==> config.mk <==
export PLATFORM = sky130hd
export DESIGN_NAME = digit_serial_adder_flat
export DESIGN_NICKNAME = d
export VERILOG_FILES = /design/src/rtl/dsa_pkg.sv /design/src/rtl/digit_serial_adder_if.sv /design/src/rtl/digit_adder.sv /design/src/rtl/digit_serial_adder.sv /design/src/flat_wrapper.sv
export SDC_FILE = /design/constraint.sdc
export NUM_CORES = 1
export LEC_CHECK = 0
export ABC_CLOCK_PERIOD_IN_PS = 5800
export BUFFER_PORTS_ARGS = -buffer_cell sky130_fd_sc_hd__buf_2
export CAP_MARGIN = 10
export CORE_MARGIN = 1
export CORE_UTILIZATION = 55
export DETAILED_ROUTE_END_ITERATION = 10
export GPL_TIMING_DRIVEN = 0
export PLACE_DENSITY = 0.82
export SLEW_MARGIN = 25
export SYNTH_ARGS = -nofsm -noshare
export SYNTH_HDL_FRONTEND = slang
export SYNTH_SLANG_ARGS = --single-unit
==> constraint.sdc <==
create_clock -name clk -period 5.8 [get_ports clk]
set_clock_uncertainty 0.2 [all_clocks]
set_input_delay 0.87 -clock clk [delete_from_list [all_inputs] [get_ports clk]]
set_output_delay 0.87 -clock clk [all_outputs]
set_load 0.01 [all_outputs]
==> src/rtl/dsa_pkg.sv <==
// Shared types and helpers for the digit-serial adder.
package dsa_pkg;

  typedef enum logic [1:0] {
    StIdle,
    StRun,
    StDone
  } dsa_state_e;

  // Counter width for n digits; never below one bit so N=1 still has a counter.
  function automatic int unsigned clog2(input int unsigned n);
    int unsigned w;
    w = 1;
    while ((32'd1 << w) < n) begin
      w++;
    end
    return w;
  endfunction

endpackage

==> src/rtl/digit_serial_adder_if.sv <==
// Operand/result handshake bundle between producer, adder and consumer.
interface digit_serial_adder_if #(
  parameter int unsigned WIDTH = 16
);
  logic             in_valid;
  logic             in_ready;
  logic [WIDTH-1:0] a;
  logic [WIDTH-1:0] b;
  logic             cin;
  logic             sub;
  logic             out_valid;
  logic             out_ready;
  logic [WIDTH-1:0] sum;
  logic             cout;
  logic             ovf;

  modport master (
    output in_valid, a, b, cin, sub, out_ready,
    input  in_ready, out_valid, sum, cout, ovf
  );

  modport slave (
    input  in_valid, a, b, cin, sub, out_ready,
    output in_ready, out_valid, sum, cout, ovf
  );
endinterface

==> src/rtl/digit_adder.sv <==
// Combinational DIGIT-bit ripple adder from full-adder cells; also exposes the carry into the MSB.
module digit_adder #(
  parameter int unsigned DIGIT = 4
) (
  input  logic [DIGIT-1:0] i_x,
  input  logic [DIGIT-1:0] i_y,
  input  logic             i_ci,
  output logic [DIGIT-1:0] o_s,
  output logic             o_co,
  output logic             o_c_msb
);
  logic [DIGIT:0] w_c;

  assign w_c[0] = i_ci;

  for (genvar i = 0; i < DIGIT; i++) begin : g_fa
    assign o_s[i]   = i_x[i] ^ i_y[i] ^ w_c[i];
    assign w_c[i+1] = (i_x[i] & i_y[i]) | (w_c[i] & (i_x[i] ^ i_y[i]));
  end

  assign o_co    = w_c[DIGIT];
  assign o_c_msb = w_c[DIGIT-1];
endmodule

==> src/rtl/digit_serial_adder.sv <==
// Two's-complement add/sub of WIDTH-bit operands, DIGIT bits per cycle, LSB digit first.
module digit_serial_adder
  import dsa_pkg::*;
#(
  parameter int unsigned WIDTH = 16,
  parameter int unsigned DIGIT = 4
) (
  input  logic                clk,
  input  logic                rst,
  digit_serial_adder_if.slave bus
);
  localparam int unsigned N    = WIDTH / DIGIT;
  localparam int unsigned CntW = clog2(N);
  localparam logic [CntW-1:0] LastCnt = CntW'(N - 1);

  dsa_state_e       r_state, w_next_state;
  logic [CntW-1:0]  r_cnt;
  logic             r_carry;
  logic [WIDTH-1:0] r_a, r_b, r_sum;
  logic             r_cout, r_ovf;

  logic [DIGIT-1:0] w_s;
  logic             w_co, w_c_msb, w_last;
  logic [WIDTH-1:0] w_sum_nxt;

  digit_adder #(
    .DIGIT (DIGIT)
  ) u_digit (
    .i_x     (r_a[DIGIT-1:0]),
    .i_y     (r_b[DIGIT-1:0]),
    .i_ci    (r_carry),
    .o_s     (w_s),
    .o_co    (w_co),
    .o_c_msb (w_c_msb)
  );

  assign w_last    = (r_cnt == LastCnt);
  // New digit enters at the top; after N shifts the result is LSB-aligned.
  assign w_sum_nxt = WIDTH'({w_s, r_sum} >> DIGIT);

  always_ff @(posedge clk) begin
    if (rst) r_state <= StIdle;
    else     r_state <= w_next_state;
  end

  always_comb begin
    w_next_state = r_state;
    unique case (r_state)
      StIdle:  if (bus.in_valid)  w_next_state = StRun;
      StRun:   if (w_last)        w_next_state = StDone;
      StDone:  if (bus.out_ready) w_next_state = StIdle;
      default:                    w_next_state = StIdle;
    endcase
  end

  always_ff @(posedge clk) begin
    if (rst) begin
      r_cnt   <= '0;
      r_carry <= 1'b0;
      r_sum   <= '0;
      r_cout  <= 1'b0;
      r_ovf   <= 1'b0;
    end else begin
      case (r_state)
        StIdle: begin
          if (bus.in_valid) begin
            r_a     <= bus.a;
            r_b     <= bus.sub ? ~bus.b : bus.b;
            r_carry <= bus.cin ^ bus.sub;
            r_cnt   <= '0;
          end
        end
        StRun: begin
          r_a     <= r_a >> DIGIT;
          r_b     <= r_b >> DIGIT;
          r_sum   <= w_sum_nxt;
          r_carry <= w_co;
          r_cnt   <= r_cnt + CntW'(1);
          if (w_last) begin
            r_cout <= w_co;
            r_ovf  <= w_c_msb ^ w_co;
          end
        end
        default: ;
      endcase
    end
  end

  assign bus.in_ready  = (r_state == StIdle);
  assign bus.out_valid = (r_state == StDone);
  assign bus.sum       = r_sum;
  assign bus.cout      = r_cout;
  assign bus.ovf       = r_ovf;
endmodule

==> src/flat_wrapper.sv <==
// flat-port wrapper written by rule: the top's interface ports become plain ports
module digit_serial_adder_flat import dsa_pkg::*;
#(
  parameter int unsigned WIDTH = 16,
  parameter int unsigned DIGIT = 4
)
  (clk, rst, bus_in_valid, bus_a, bus_b, bus_cin, bus_sub, bus_out_ready, bus_in_ready, bus_out_valid, bus_sum, bus_cout, bus_ovf);
  digit_serial_adder_if #(.WIDTH(WIDTH)) bus_i ();
  input  logic clk;
  input  logic rst;
  input wire logic [$bits(bus_i.in_valid)-1:0] bus_in_valid;
  input wire logic [$bits(bus_i.a)-1:0] bus_a;
  input wire logic [$bits(bus_i.b)-1:0] bus_b;
  input wire logic [$bits(bus_i.cin)-1:0] bus_cin;
  input wire logic [$bits(bus_i.sub)-1:0] bus_sub;
  input wire logic [$bits(bus_i.out_ready)-1:0] bus_out_ready;
  output wire logic [$bits(bus_i.in_ready)-1:0] bus_in_ready;
  output wire logic [$bits(bus_i.out_valid)-1:0] bus_out_valid;
  output wire logic [$bits(bus_i.sum)-1:0] bus_sum;
  output wire logic [$bits(bus_i.cout)-1:0] bus_cout;
  output wire logic [$bits(bus_i.ovf)-1:0] bus_ovf;
  assign bus_i.in_valid = bus_in_valid;
  assign bus_i.a = bus_a;
  assign bus_i.b = bus_b;
  assign bus_i.cin = bus_cin;
  assign bus_i.sub = bus_sub;
  assign bus_i.out_ready = bus_out_ready;
  assign bus_in_ready = bus_i.in_ready;
  assign bus_out_valid = bus_i.out_valid;
  assign bus_sum = bus_i.sum;
  assign bus_cout = bus_i.cout;
  assign bus_ovf = bus_i.ovf;
  digit_serial_adder #(.WIDTH(WIDTH), .DIGIT(DIGIT)) u_core (.clk(clk), .rst(rst), .bus(bus_i));
endmodule
==> summary.md <==
| Metric | Value |
|---|---|
| Vias in the first global route | between 1,500 and 2,000 |
| Hold Violations, Final | 0 |
| Critical Path AT | 2.56 ns |
| Max Clk Rate | 397 MHz |
| Distinct cells, synth | 29 |
| Initial Util | 58.9% |
| Cell Area, Synth | 2420 um^2 |
| Die area | 4680 um^2 |
| Clock transition at path regs | ~0.10 ns |
| Worst Hold Depth | 2 |
| Area leader, netlist | edfxtp_1 |
| Num CTS Buffers | 5 |
| R2r startpoint | u_core.r_b[0] |
| Sequential cell area | 1420 um^2 |
| Fraction of registers with async set/reset | 0% |
| Clock sinks | 55 |
| Top cells by count, synth | 78 x nand2_1, 32 x edfxtp_1, 23 x dfxtp_1 |
| Post-cts sizing count | 0 |
| Detail Placement HPWL | approximately 3.1 mm |
| Core Region | 4120 um^2 |
| Post-Route Setup TNS | 0 ns |
| Initial drt markers | 115 |
| RePlAce Congestion | 0.811 |
| Setup crit end kind | register |
| # rows | 23 |
| Worst-path maximum fanout | 3 |
| Top Ports | just under 60 |
| Pre-CTS setup slack | 3.00 ns |
| Clock Tree Buf Depth | 2 |
| Pwr Total | 0.777 mW |
| Main synth FF type | edfxtp_1 |
| Minimum clock period | between 2 and 3 ns |
| # port buffers | between 50 and 60 |
| Synth warn | 0 |
| Final Cycle Share | 43.4% |
| R2R cell count | 10 |
| Vias per cell | 4.97 |
| Cells after Synth | 240 |
| Critical path's most frequent cell | fa_1 |
| Max VDD drop | 179 uV |
| Synth Register Bits | 55 |
| Headroom to the max-slew limit | 57.9% |
| Hold Path End | u_core.bus.sum[1] |
| Total congestion overflow | 0 |
| Seq/Total Area, Yosys | 58.6% |
| CP Launch Type | register |
| Leakage | 1.23 nW |
| Min-delay src | u_core.bus.sum[1] |
| Wire per inst | 11.5 um |
| Top-area cell type share of the netlist area | approximately 40% |
| R2r setup slk | between 3 and 4 ns |
| Largest net degree at the start of global routing | 19 |
| Area Growth Syn to Fin | 19.2% |
| CP max-delay cell | fa_1 |
| Initial antenna violation count | 0 |
| Filler cells | 324 |
| DR vias | around 1,800 |
| Number of remaining DRC errors | 0 |
| Non-Filler Instances | 357 |
| Status | complete, no violations |
| Post-Syn Nets | 283 |
| Antenna diode count | 0 |
| First-pass GRT wire length | around 6.9 mm |
| Chip height | 68.4 um |
| DP Cell Count | 349 |
| Setup WS post-layout | 3.28 ns |
| Clk root buf | clkbuf_8 |
| Top cells by area, synth | edfxtp_1 40%, dfxtp_1 19%, nand2_1 12% |
| Nets | 349 |
| Cell with the most instances after synthesis | nand2_1 |
| Max-Cap Viols | 0 |
| Worst min path class | register to register |
| Post-CTS setup buffers | 0 |
| Worst EP required | ~5.8 ns |
| Power per standard cell area | 269 nW/um^2 |
| Crit Path Class | register to register |
| R2R Path End | u_core.bus.ovf |
| Die X | 68.4 um |
| Antenna-violating nets left | 0 |
| RSZ-0062 raised after global routing | no |
| Final setup fails | 0 |
| H-tree levels | 2 |
| # hold bufs at CTS | 0 |
| Largest stage delay, worst path | 0.42 ns |
| Pins Over Slew Limit | 0 |
| Mean post-synth cell area | 10.1 um^2 |
| Total track usage | 20.6% |
| DR pass1 iterations | 4 |
| Worst Tran Pin Value | ~0.63 ns |
| Worst-Skew Late Latency | 0.31 ns |
| Critical-path cell list | fa_1, inv_1, fa_1, inv_1, fa_1, inv_1, fa_1, xnor2_1, nand3_1, a21oi_1 |
| CTS tree | built |
| Share of cells above drive strength 1 | 26.7% |
| EDFF count, synth | 32 |
| Post-Route WL | 4.12 mm |
| Multi-input gate area | 883 um^2 |
worst max-delay path by stage:
| stage | from | end | depth (start not counted) |
|---|---|---|---|
| 6_report | u_core.r_b[0] | u_core.bus.ovf | 10 |
| 5_1_grt | u_core.r_b[0] | u_core.bus.ovf | 10 |
| 4_1_cts | u_core.r_b[0] | u_core.bus.sum[15] | 8 |
| 3_5_place_dp | rst | u_core.r_a[12] | 5 |
| 3_3_place_gp | rst | u_core.r_a[9] | 3 |
| 2_1_floorplan | rst | u_core.r_a[0] | 2 |
area by class of cell:
cell class                 count  area share (%)
multi-input combinational    162            30.6
clock inverter                 3           0.779
timing repair buffer          59            10.6
tap                           50            2.16
inverter                       8            1.04
sequential                    55            49.2
clock buffer                   5            2.38
buffer                        15            3.29
power breakdown:
group,switching (mW),internal [mW],total (mW)
clock,0.126,0.0875,0.213
combinational,0.0601,0.0498,0.110
sequential,0.0106,0.443,0.454
total,0.196,0.581,0.777
stage by stage:
| step | instance area (um^2) | util (%) | hold WS (ns) |
|---|---|---|---|
| 2_1_floorplan | 2420 | - | 0.238 |
| 3_3_place_gp | 2770 | 67.3 | 0.238 |
| 3_5_place_dp | 2800 | 68.0 | 0.244 |
| 4_1_cts | 2890 | 70.2 | 0.258 |
| 5_1_grt | 2890 | 70.2 | 0.287 |
| 6_report | 2890 | 70.2 | 0.256 |
per-layer routing:
layer,wire (um),GRT usage [%],vias up
met4,46,6.25,0
met1,1690,22.9,795
met5,0,0,-
met3,270,6.50,7
li1,-,-,913
met2,2120,37.3,61
critical path, delay by kind of cell (launching register included):
kind                     cells  cell delay (ns)
AO/OA/AOI/OAI                1             0.15
buffers and inverters        3             0.22
XOR/XNOR                     1             0.15
flip-flops                   1             0.40
adder cells (fa/ha/maj)      4             1.22
AND/OR/NAND/NOR              1             0.10
registers in the layout (all words and copies together), names as in the netlist:
name             cells
u_core.bus.sum      16
u_core.r_a          16
u_core.r_b          16
u_core.r_cnt         2
u_core.r_state       2
u_core.bus.cout      1
u_core.bus.ovf       1
u_core.r_carry       1
logic make-up after synthesis:
group,count (synthesis),share of synthesized area [%]
simple gates,101,17.0
flops,55,58.6
compound gates,37,8.51
buf+inv,23,5.16
xor+xnor,18,6.50
fa+ha+maj,5,3.82
mux,1,0.413
layout by cell type (no fill, tap or decap), types with 8 or more instances in the layout:
cell type / instances
nor2_1: 10
dfxtp_1: 23
nand2_1: 78
a21oi_1: 19
buf_2: 61
edfxtp_1: 32
inv_1: 8
o21ai_0: 13
xnor2_1: 18
Power figures use the tool's default switching activity.
